**config.mk**
```make
export PLATFORM = sky130hd
export DESIGN_NAME = booth_mac_pe
export DESIGN_NICKNAME = d
export VERILOG_FILES = /design/src/rtl/pe_pkg.sv /design/src/rtl/radix_8_booth_sel_mul.sv /design/src/rtl/booth_mac_pe.sv
export SDC_FILE = /design/constraint.sdc
export NUM_CORES = 1
export LEC_CHECK = 0
export CORE_MARGIN = 5
export CORE_UTILIZATION = 59
export DETAILED_ROUTE_END_ITERATION = 10
export GPL_TIMING_DRIVEN = 0
export PLACE_DENSITY = 0.78
export REMOVE_ABC_BUFFERS = 1
export SLEW_MARGIN = 30
export SYNTH_ARGS = -nofsm -noshare
export SYNTH_HDL_FRONTEND = slang
export SYNTH_SLANG_ARGS = --single-unit
export TNS_END_PERCENT = 50
```
**constraint.sdc**
```tcl
create_clock -name clk -period 7.2 [get_ports clk]
set_input_delay 1.08 -clock clk [delete_from_list [all_inputs] [get_ports clk]]
set_output_delay 1.08 -clock clk [all_outputs]
set_load 0.02 [all_outputs]
```
**src/rtl/pe_pkg.sv**
```systemverilog
// Shared widths, FSM state type and sign-extension helper for the booth_mac_pe slice.
package pe_pkg;

   localparam int DATA_W = 8;
   localparam int PROD_W = 16;

   typedef enum logic [0:0] {
      IDLE  = 1'b0,
      ACCUM = 1'b1
   } pe_state_e;

   function automatic logic signed [63:0] sext_prod(input logic signed [PROD_W-1:0] p);
      return {{(64-PROD_W){p[PROD_W-1]}}, p};
   endfunction

endpackage

```
**src/rtl/radix_8_booth_sel_mul.sv**
```systemverilog
// Combinational 8x8 signed multiplier using radix-8 Booth recoding (digits -4..+4)
// with one-hot style multiple selection per digit.
module radix_8_booth_sel_mul
   import pe_pkg::*;
(
   input  logic signed [DATA_W-1:0] a,
   input  logic signed [DATA_W-1:0] b,
   output logic signed [PROD_W-1:0] p
);

   localparam int N_DIG = 3;

   logic [9:0]               b_pad;
   logic signed [PROD_W-1:0] a1, a2, a3, a4;
   logic signed [PROD_W-1:0] pp [N_DIG];

   // b sign-extended to 9 bits plus an implicit 0 below the LSB gives three overlapping windows
   assign b_pad = {b[DATA_W-1], b, 1'b0};
   assign a1    = PROD_W'(a);
   assign a2    = a1 <<< 1;
   assign a3    = a1 + a2;
   assign a4    = a1 <<< 2;

   genvar gi;
   generate
      for (gi = 0; gi < N_DIG; gi++) begin : g_dig
         logic [3:0]               win;
         logic signed [PROD_W-1:0] mag;

         assign win = b_pad[3*gi +: 4];

         always_comb begin
            mag = '0;
            case (win)
               4'b0001, 4'b0010, 4'b1101, 4'b1110: mag = a1;
               4'b0011, 4'b0100, 4'b1011, 4'b1100: mag = a2;
               4'b0101, 4'b0110, 4'b1001, 4'b1010: mag = a3;
               4'b0111, 4'b1000:                   mag = a4;
               default:                            mag = '0;
            endcase
         end

         // The window MSB carries weight -4, so it alone decides the digit sign
         assign pp[gi] = (win[3] ? -mag : mag) <<< (3*gi);
      end
   endgenerate

   assign p = pp[0] + pp[1] + pp[2];

endmodule

```
**src/rtl/booth_mac_pe.sv**
```systemverilog
// booth_mac_pe: systolic PE forwarding a/b east/south and accumulating K_LEN Booth products.
// Optional build macro ZERO_GATE_EN suppresses multiplier toggling on zero operands.
module booth_mac_pe
   import pe_pkg::*;
#(
   parameter int K_LEN = 4,
   parameter int ACC_W = 32
) (
   input  logic                     clk,
   input  logic                     rst,
   input  logic                     in_vld,
   input  logic signed [DATA_W-1:0] a_in,
   input  logic signed [DATA_W-1:0] b_in,
   input  logic                     flush,
   output logic signed [DATA_W-1:0] a_out,
   output logic signed [DATA_W-1:0] b_out,
   output logic                     vld_out,
   output logic signed [ACC_W-1:0]  res,
   output logic                     res_vld,
   output logic                     skip_o
);

   localparam int              CNT_W    = (K_LEN > 1) ? $clog2(K_LEN) : 1;
   localparam logic [CNT_W-1:0] CNT_LAST = CNT_W'(K_LEN - 1);

   logic signed [DATA_W-1:0] mul_a_reg, mul_b_reg;
   logic signed [PROD_W-1:0] prod, p_q_reg, p_q_next;
   logic                     v2_reg;
   logic                     load_mul;
   logic [CNT_W-1:0]         cnt_reg;
   logic signed [ACC_W-1:0]  acc_reg, sp, sum_next;
   pe_state_e                state_reg;

`ifdef ZERO_GATE_EN
   logic zero_in, zero_reg;

   assign zero_in  = (a_in == '0) || (b_in == '0);
   assign load_mul = in_vld && !flush && !zero_in;
   assign skip_o   = zero_reg;
   // The held multiplier operands are stale, so the product is forced to zero instead
   assign p_q_next = zero_reg ? '0 : prod;

   always_ff @(posedge clk) begin
      if (rst) zero_reg <= 1'b0;
      else     zero_reg <= in_vld && !flush && zero_in;
   end
`else
   assign load_mul = in_vld && !flush;
   assign skip_o   = 1'b0;
   assign p_q_next = prod;
`endif

   always_ff @(posedge clk) begin
      if (rst) begin
         a_out     <= '0;
         b_out     <= '0;
         vld_out   <= 1'b0;
         mul_a_reg <= '0;
         mul_b_reg <= '0;
      end else begin
         a_out   <= a_in;
         b_out   <= b_in;
         vld_out <= in_vld && !flush;
         if (load_mul) begin
            mul_a_reg <= a_in;
            mul_b_reg <= b_in;
         end
      end
   end

   radix_8_booth_sel_mul u_mul (
      .a (mul_a_reg),
      .b (mul_b_reg),
      .p (prod)
   );

   always_ff @(posedge clk) begin
      if (rst) begin
         p_q_reg <= '0;
         v2_reg  <= 1'b0;
      end else begin
         p_q_reg <= p_q_next;
         v2_reg  <= vld_out && !flush;
      end
   end

   assign sp       = ACC_W'(sext_prod(p_q_reg));
   // IDLE marks the first product of a group, which replaces rather than adds
   assign sum_next = ((state_reg == IDLE) ? '0 : acc_reg) + sp;

   always_ff @(posedge clk) begin
      if (rst) begin
         acc_reg   <= '0;
         cnt_reg   <= '0;
         state_reg <= IDLE;
         res       <= '0;
         res_vld   <= 1'b0;
      end else begin
         res_vld <= 1'b0;
         if (flush) begin
            acc_reg   <= '0;
            cnt_reg   <= '0;
            state_reg <= IDLE;
         end else if (v2_reg) begin
            acc_reg <= sum_next;
            if (cnt_reg == CNT_LAST) begin
               res       <= sum_next;
               res_vld   <= 1'b1;
               cnt_reg   <= '0;
               state_reg <= IDLE;
            end else begin
               cnt_reg   <= cnt_reg + 1'b1;
               state_reg <= ACCUM;
            end
         end
      end
   end

endmodule

```
Word-level counts from Yosys, hierarchy flattened
Index checks and enable logic that the tools add are counted.
{"block": "word_totals", "reg_bits": 118}
{"block": "op_classes", "bitwise_logic": 2, "mux": 10, "n_reduce_logical": 17, "addsub": 8, "eq_ne": 36}
{"operator": "$pmux W16 S4", "n": 1}
{"operator": "$eq A4 B4 Y1 const B", "n": 14}
{"operator": "$pmux W13 S4", "n": 1}
{"operator": "$pmux W10 S4", "n": 1}
{"operator": "$add A16 B16 Y16", "n": 2}
{"operator": "$add A32 B32 Y32", "n": 1}
{"operator": "$eq A4 B3 Y1 const B", "n": 8}
{"operator": "$mux W32", "n": 1}
{"operator": "$reduce_or A4 Y1", "n": 6}
{"operator": "$eq A4 B2 Y1 const B", "n": 4}
{"operator": "$mux W16", "n": 1}
{"operator": "$neg A16 Y16", "n": 1}
{"operator": "$mux W13", "n": 1}
{"operator": "$neg A13 Y13", "n": 1}
{"operator": "$eq A3 B3 Y1 const B", "n": 4}
{"operator": "$reduce_or A2 Y1", "n": 6}
{"operator": "$add A8 B9 Y10", "n": 1}
{"operator": "$mux W10", "n": 1}
{"operator": "$neg A10 Y10", "n": 1}
{"operator": "$eq A4 B1 Y1 const B", "n": 2}
{"operator": "$eq A3 B2 Y1 const B", "n": 2}
{"operator": "$eq A3 B1 Y1 const B", "n": 1}
{"operator": "$reduce_and A3 Y1", "n": 1}
{"operator": "$reduce_or A3 Y1", "n": 1}
{"operator": "7 further kinds", "n": 10}

Logic depth before layout (Yosys ltp)
{"block": "depth", "depth_word": 7, "ltp_mapped": 23, "ltp_nobuf": 23}

Hierarchy
A second synthesis with hierarchy kept.
{"block": "unflattened", "cells_unflattened": 1066, "hier_area_um2": 8505.7}
{"mod": "booth_mac_pe", "seq_area_each_um2": 2362.3, "cells_per_inst": 701, "n_inst": 1, "area_each_um2": 5908.2}
{"mod": "radix_8_booth_sel_mul", "seq_area_each_um2": 0.0, "cells_per_inst": 365, "n_inst": 1, "area_each_um2": 2597.5}

Least setup slack after synthesis
OpenSTA, ideal clock, no wires.
{"block": "synth_timing", "kind": "register to register", "startpoint": "register mul_a_reg[1]", "endpoint": "register p_q_reg[15]", "path_slack_ps": 2213, "setup_time_ps": 114, "arrival_time_ps": 4873, "n_path_buf": 0, "t_required_ps": 7086, "stages_incl_launch_ff": 22, "path_cell_list": "dfxtp_1 ha_1 inv_1 fa_1 xnor2_1 mux2_2 a221oi_2 nand3_1 or3_4 o31ai_1 xor2_1 fa_1 inv_1 ha_1 a21o_1 a21oi_1 o21ai_0 a21o_1 a21oi_1 xor2_1 xnor3_1 and2b_1"}
{"block": "synth_via", "elab_chain_len": 6, "elab_cells_between_ends": 12}
{"item": "from (decl)", "line": "booth_mac_pe.sv:26", "source": "logic signed [DATA_W-1:0] mul_a_reg, mul_b_reg;"}
{"item": "from (signal assigned)", "line": "booth_mac_pe.sv:65", "source": "mul_a_reg <= a_in;"}
{"item": "$add A8 B9 Y10", "line": "radix_8_booth_sel_mul.sv:21", "source": "assign a3 = a1 + a2;"}
{"item": "$pmux W16 S4 / $pmux W13 S4 (equally long branches)", "line": "radix_8_booth_sel_mul.sv:34", "source": "case (win)"}
{"item": "$neg A16 Y16 / $neg A13 Y13 (equally long branches)", "line": "radix_8_booth_sel_mul.sv:44", "source": "assign pp[gi] = (win[3] ? -mag : mag) <<< (3*gi);"}
{"item": "$mux W16 / $mux W13 (equally long branches)", "line": "radix_8_booth_sel_mul.sv:44"}
{"item": "$add A16 B16 Y16", "line": "radix_8_booth_sel_mul.sv:48", "source": "assign p = pp[0] + pp[1] + pp[2];"}
{"item": "$add A16 B16 Y16 *", "line": "radix_8_booth_sel_mul.sv:48"}
{"item": "to (signal assigned)", "line": "booth_mac_pe.sv:82", "source": "p_q_reg <= p_q_next;"}
{"item": "to (decl)", "line": "booth_mac_pe.sv:27", "source": "logic signed [PROD_W-1:0] prod, p_q_reg, p_q_next;"}
Mark *: on every way between the ends. The rest lies on a longest branch, timed or not.
A chain may end at the register's enable or synchronous reset.

Worst setup path after layout
Same ends and word-level chain as after synthesis.

==> results.md <==
- The prevailing post-synth register cell is sky130_fd_sc_hd__dfxtp_1.
- The number of fill cells is 1,218.
- The final critical path takes up 80.1% of the cycle.
- Row generation in the floorplan step produced 44 rows.
- IR analysis of the VDD net gives a maximum drop of 0.160 mV.
- During synthesis, Yosys emitted a total of 0 warnings.
- In this run the number of H-tree levels came out at 4.
- The number of hold-slack violations in the final timing report came to 0.
- The routed design has 19,900 um of wire.
- In this run, synthesis produced a sequential element count of 118.
- The most common cell after layout, fill and taps aside is sky130_fd_sc_hd__nand2_1.
- The count of TritonRoute iterations in the first routing pass is 5.
- The mapped netlist covers 0.00853 mm2.
- The actual slew at the worst max-slew pin is 0.862 ns.
- The number of global-route vias before repair was 7,015.
- Summing the areas of all compound-gate instances in the mapped netlist gives 21.5% of the synthesized area.
- The simple logic cell fraction of the synthesized area is 24.4%.
- Detailed placement finished with a half-perimeter wire length of 13,700 um.
- The chip height is 130 um.
- Summing all non-filler instances in the final layout gives an area of 0.00983 mm2.
- The initial antenna violation count is 0.
- In this run the cell area measured after placement is 0.00923 mm2.
- Once detail routing completed, the nets flagged for antenna violations numbered 0.
- The ratio of cells with drive above 1 in the final layout is 5.32%.
- The largest single stage delay on the critical path is 0.72 ns.
- Counting every instance in the synthesized netlist gives 1,097.
- The total I/O pin count is 71.
- Summing the areas of all xor and xnor instances in the mapped netlist gives 6.41% of the synthesized area.
- The largest family of logic cells by synthesized area is simple AND/OR/NAND/NOR gates.
- The final count of pins violating max slew came to 0.
- At the end of the flow, the number of nets in the layout was 1,202.
- Post-CTS repair changed the size of 0 cells.
- Counting both buffers and inverters, the worst setup path holds a total of 2.
- The number of max-cap violations is 0.
- The first element of the critical path is mul_a_reg[1].
- The die width is 130 um.
- The startpoint identified for the worst register-to-register timing path is mul_a_reg[1].
- On the critical path, the stage with the largest delay is an instance of sky130_fd_sc_hd__dfxtp_1.
- The path class of the lowest-slack min-delay path is reg -> reg.
- Measured against its own limit, the worst slew margin works out to 42.4%.
- The data arrival at the endpoint of the critical path is 6.07 ns.
- Setup violations remaining at the end of the flow were counted as 0.
- Once the floorplan was initialized, standard cells occupied 59.3% of the core.
- The number of DRC markers in iteration 0 is 628.
- In this run the deepest clock path goes through 2 buffers.
- The remaining global-route overflow is 0.
- The clock period minus final worst setup slack is 5.77 ns.
- The buffer count from post-CTS setup fixing is 0.
- Summing the areas of all fa, ha and maj instances in the mapped netlist gives 11.0% of the synthesized area.
- The antenna diode instance count is 0.
- The maximum clock frequency is 173 MHz.
- The peak fanout along the critical path is 17.
- The critical path required time is 7.51 ns.
- The congestion estimate from routability-driven global placement came to 0.886.
- On the critical path the largest part of the delay comes from adder cells.
- The worst clock skew is 0.00665 ns.
- TritonCTS built the clock tree.
- The maximum number of pins on one net before global-route repair is 57.
- The core region is 0.0144 mm2.
- The element type at the critical path end is a register.
- The worst setup path is launched from a register.
- The wire length of the first global-routing pass is 33,600 um.
- The routed layout has 7,616 vias.
- The clock reaches the later pin of the worst-skew pair after 0.42 ns.
- Power spread over the standard cell area amounts to 184 mW/mm2.
- Summed over all failing endpoints, the final setup total negative slack is 0 ns.
- The area growth from synthesis to layout is 15.3%.
- The total number of clock tree sinks is 118.
- The die covers 0.0170 mm2.
- The clock-pin transition on the worst setup and hold timing paths is 0.05 ns.
- Synthesis instantiated 70 different standard cells from the library.
- In this run the static leakage power is 3.98 nW.
- The worst hold path begins at res[7].
- The multiplexer share of the synthesized area is 4.14%.
- Counting the buffers created by CTS gives 17.
- Global routing used 24.1% of the available tracks across all layers.
- The type of the worst setup path is reg -> reg.
- The post-synthesis average cell area is 7.77 um2.
- The signal on the critical path passes through ha_1, inv_1, fa_1, xnor2_1, mux2_2, a221oi_2, nand3_1, or3_4, o31ai_1, xor2_1, fa_1, inv_1, ha_1, a21o_1, a21oi_1, o21ai_0, a21o_1, a21oi_1, xor2_1, xnor3_1, and2b_1.
- The count of hold-fix buffers inserted at cts is 0.
- The cell at the root of the clock tree is sky130_fd_sc_hd__clkbuf_16.
- The fraction of synthesis flops using an asynchronous set or reset pin is 0%.
- The run finished with clean final reports.
- The count of buffers inserted at the top-level ports is 69.
- The sequential cell area fraction in the yosys report is 27.7%.
- Setup repair after global routing left no endpoint under its margin.
- The routed wirelength normalized by instance count is 15.1 um.
- Counting flops with a built-in enable in the synthesized netlist gives 0.
- In the layout the commonest cells are sky130_fd_sc_hd__nand2_1, sky130_fd_sc_hd__dfxtp_1, sky130_fd_sc_hd__a21oi_1.
- The detailed-route DRC error count is 0.
- Using the TritonRoute via totals, the vias-per-cell ratio works out to 5.81.
==> routing by layer <==
metal	track usage (%)	routed length [um]	vias to the layer above	share of wire [%]
met5	0	0	-	0
met4	6.36	244	0	1.2
met3	5.12	833	23	4.2
met2	40.6	9610	166	48
met1	31.3	9170	3529	46
li1	-	-	3898	-
==> where the power goes <==
group,leakage [nW],internal [mW],switching [mW]
clock,0.279,0.539,0.318
combinational,2.74,0.105,0.139
sequential,0.961,0.670,0.0347
==> final timing paths <==
path | endpoint | slack [ns] | cells past startpoint
worst max register to register | p_q_reg[15] | 1.43 | 21
worst max-delay path | p_q_reg[15] | 1.43 | 21
worst min-delay path | res[7] | 0.45 | 2
worst min register to register | res[7] | 0.45 | 2
==> layout make-up <==
type	instances	area (um2)	area share [%]
multi-input combinational	872	5770	58.7
sequential	118	2370	24.1
timing repair buffer	71	736	7.48
clock buffer	22	474	4.82
tap	184	230	2.34
inverter	34	128	1.30
clock inverter	10	121	1.23
==> cell usage after synthesis (5+ instances only) <==
cell type | n | area [um2]
sky130_fd_sc_hd__ha_1 | 56 | 701
sky130_fd_sc_hd__and3_1 | 7 | 43.8
sky130_fd_sc_hd__nand2b_1 | 8 | 50.1
sky130_fd_sc_hd__o21bai_1 | 10 | 75.1
sky130_fd_sc_hd__o22ai_1 | 10 | 62.6
sky130_fd_sc_hd__a211oi_1 | 14 | 105
sky130_fd_sc_hd__nor2b_1 | 37 | 231
sky130_fd_sc_hd__nand3b_1 | 13 | 97.6
sky130_fd_sc_hd__a211o_1 | 6 | 52.6
sky130_fd_sc_hd__a22oi_1 | 10 | 75.1
sky130_fd_sc_hd__a21oi_1 | 94 | 470
sky130_fd_sc_hd__buf_1 | 12 | 45.0
sky130_fd_sc_hd__o21ai_0 | 53 | 265
sky130_fd_sc_hd__nand2_1 | 147 | 552
sky130_fd_sc_hd__o21a_1 | 6 | 45.0
sky130_fd_sc_hd__nand3_1 | 38 | 190
sky130_fd_sc_hd__mux2i_1 | 33 | 330
sky130_fd_sc_hd__and2_1 | 33 | 206
sky130_fd_sc_hd__nor3b_1 | 6 | 45.0
sky130_fd_sc_hd__inv_1 | 34 | 128
sky130_fd_sc_hd__nor3_1 | 14 | 70.1
sky130_fd_sc_hd__nor2_1 | 80 | 300
sky130_fd_sc_hd__fa_1 | 12 | 240
sky130_fd_sc_hd__xor2_1 | 19 | 166
sky130_fd_sc_hd__o211ai_1 | 8 | 60.1
sky130_fd_sc_hd__a221o_1 | 5 | 50.1
sky130_fd_sc_hd__xnor2_1 | 39 | 342
sky130_fd_sc_hd__dfxtp_1 | 118 | 2360
sky130_fd_sc_hd__a31oi_1 | 6 | 37.5
sky130_fd_sc_hd__o31ai_1 | 5 | 37.5
sky130_fd_sc_hd__nand4_1 | 8 | 50.1
sky130_fd_sc_hd__clkbuf_1 | 59 | 221
sky130_fd_sc_hd__a21o_1 | 22 | 165
sky130_fd_sc_hd__or2_2 | 7 | 43.8
==> cell families (layout without fill, tap and decap cells) <==
family / Yosys count / in the layout
compound gates: 285 / 285
xor+xnor: 60 / 60
fa+ha+maj: 68 / 68
buf+inv: 107 / 137
flops: 118 / 118
mux: 35 / 35
other cells: 1 / 1
simple gates: 423 / 423
==> metrics by stage <==
stage          setup WS [ns]  util (%)  hold WS (ns)  power (mW)  std cells
6_report                1.43      68.4         0.450        1.80       1311
5_1_grt                0.966      68.4         0.467        1.88       1311
4_1_cts                 1.47      68.4         0.453        1.81       1311
3_5_place_dp            1.53      64.2         0.445       0.957       1279
3_3_place_gp            1.50      63.8         0.441       0.953       1277
2_1_floorplan           2.04         -         0.445       0.882       1024
==> worst reg2reg max path, stage by stage, from the launching register on <==
cell and delay, ns:
sky130_fd_sc_hd__dfxtp_1 0.72, sky130_fd_sc_hd__ha_1 0.34, sky130_fd_sc_hd__inv_1 0.07, sky130_fd_sc_hd__fa_1 0.41, sky130_fd_sc_hd__xnor2_1 0.17, sky130_fd_sc_hd__mux2_2 0.28, sky130_fd_sc_hd__a221oi_2 0.40, sky130_fd_sc_hd__nand3_1 0.17
sky130_fd_sc_hd__or3_4 0.42, sky130_fd_sc_hd__o31ai_1 0.27, sky130_fd_sc_hd__xor2_1 0.13, sky130_fd_sc_hd__fa_1 0.51, sky130_fd_sc_hd__inv_1 0.04, sky130_fd_sc_hd__ha_1 0.34, sky130_fd_sc_hd__a21o_1 0.19, sky130_fd_sc_hd__a21oi_1 0.12
sky130_fd_sc_hd__o21ai_0 0.13, sky130_fd_sc_hd__a21o_1 0.21, sky130_fd_sc_hd__a21oi_1 0.18, sky130_fd_sc_hd__xor2_1 0.18, sky130_fd_sc_hd__xnor3_1 0.22, sky130_fd_sc_hd__and2b_1 0.16
Note: power is estimated with default switching activity, not from simulation.
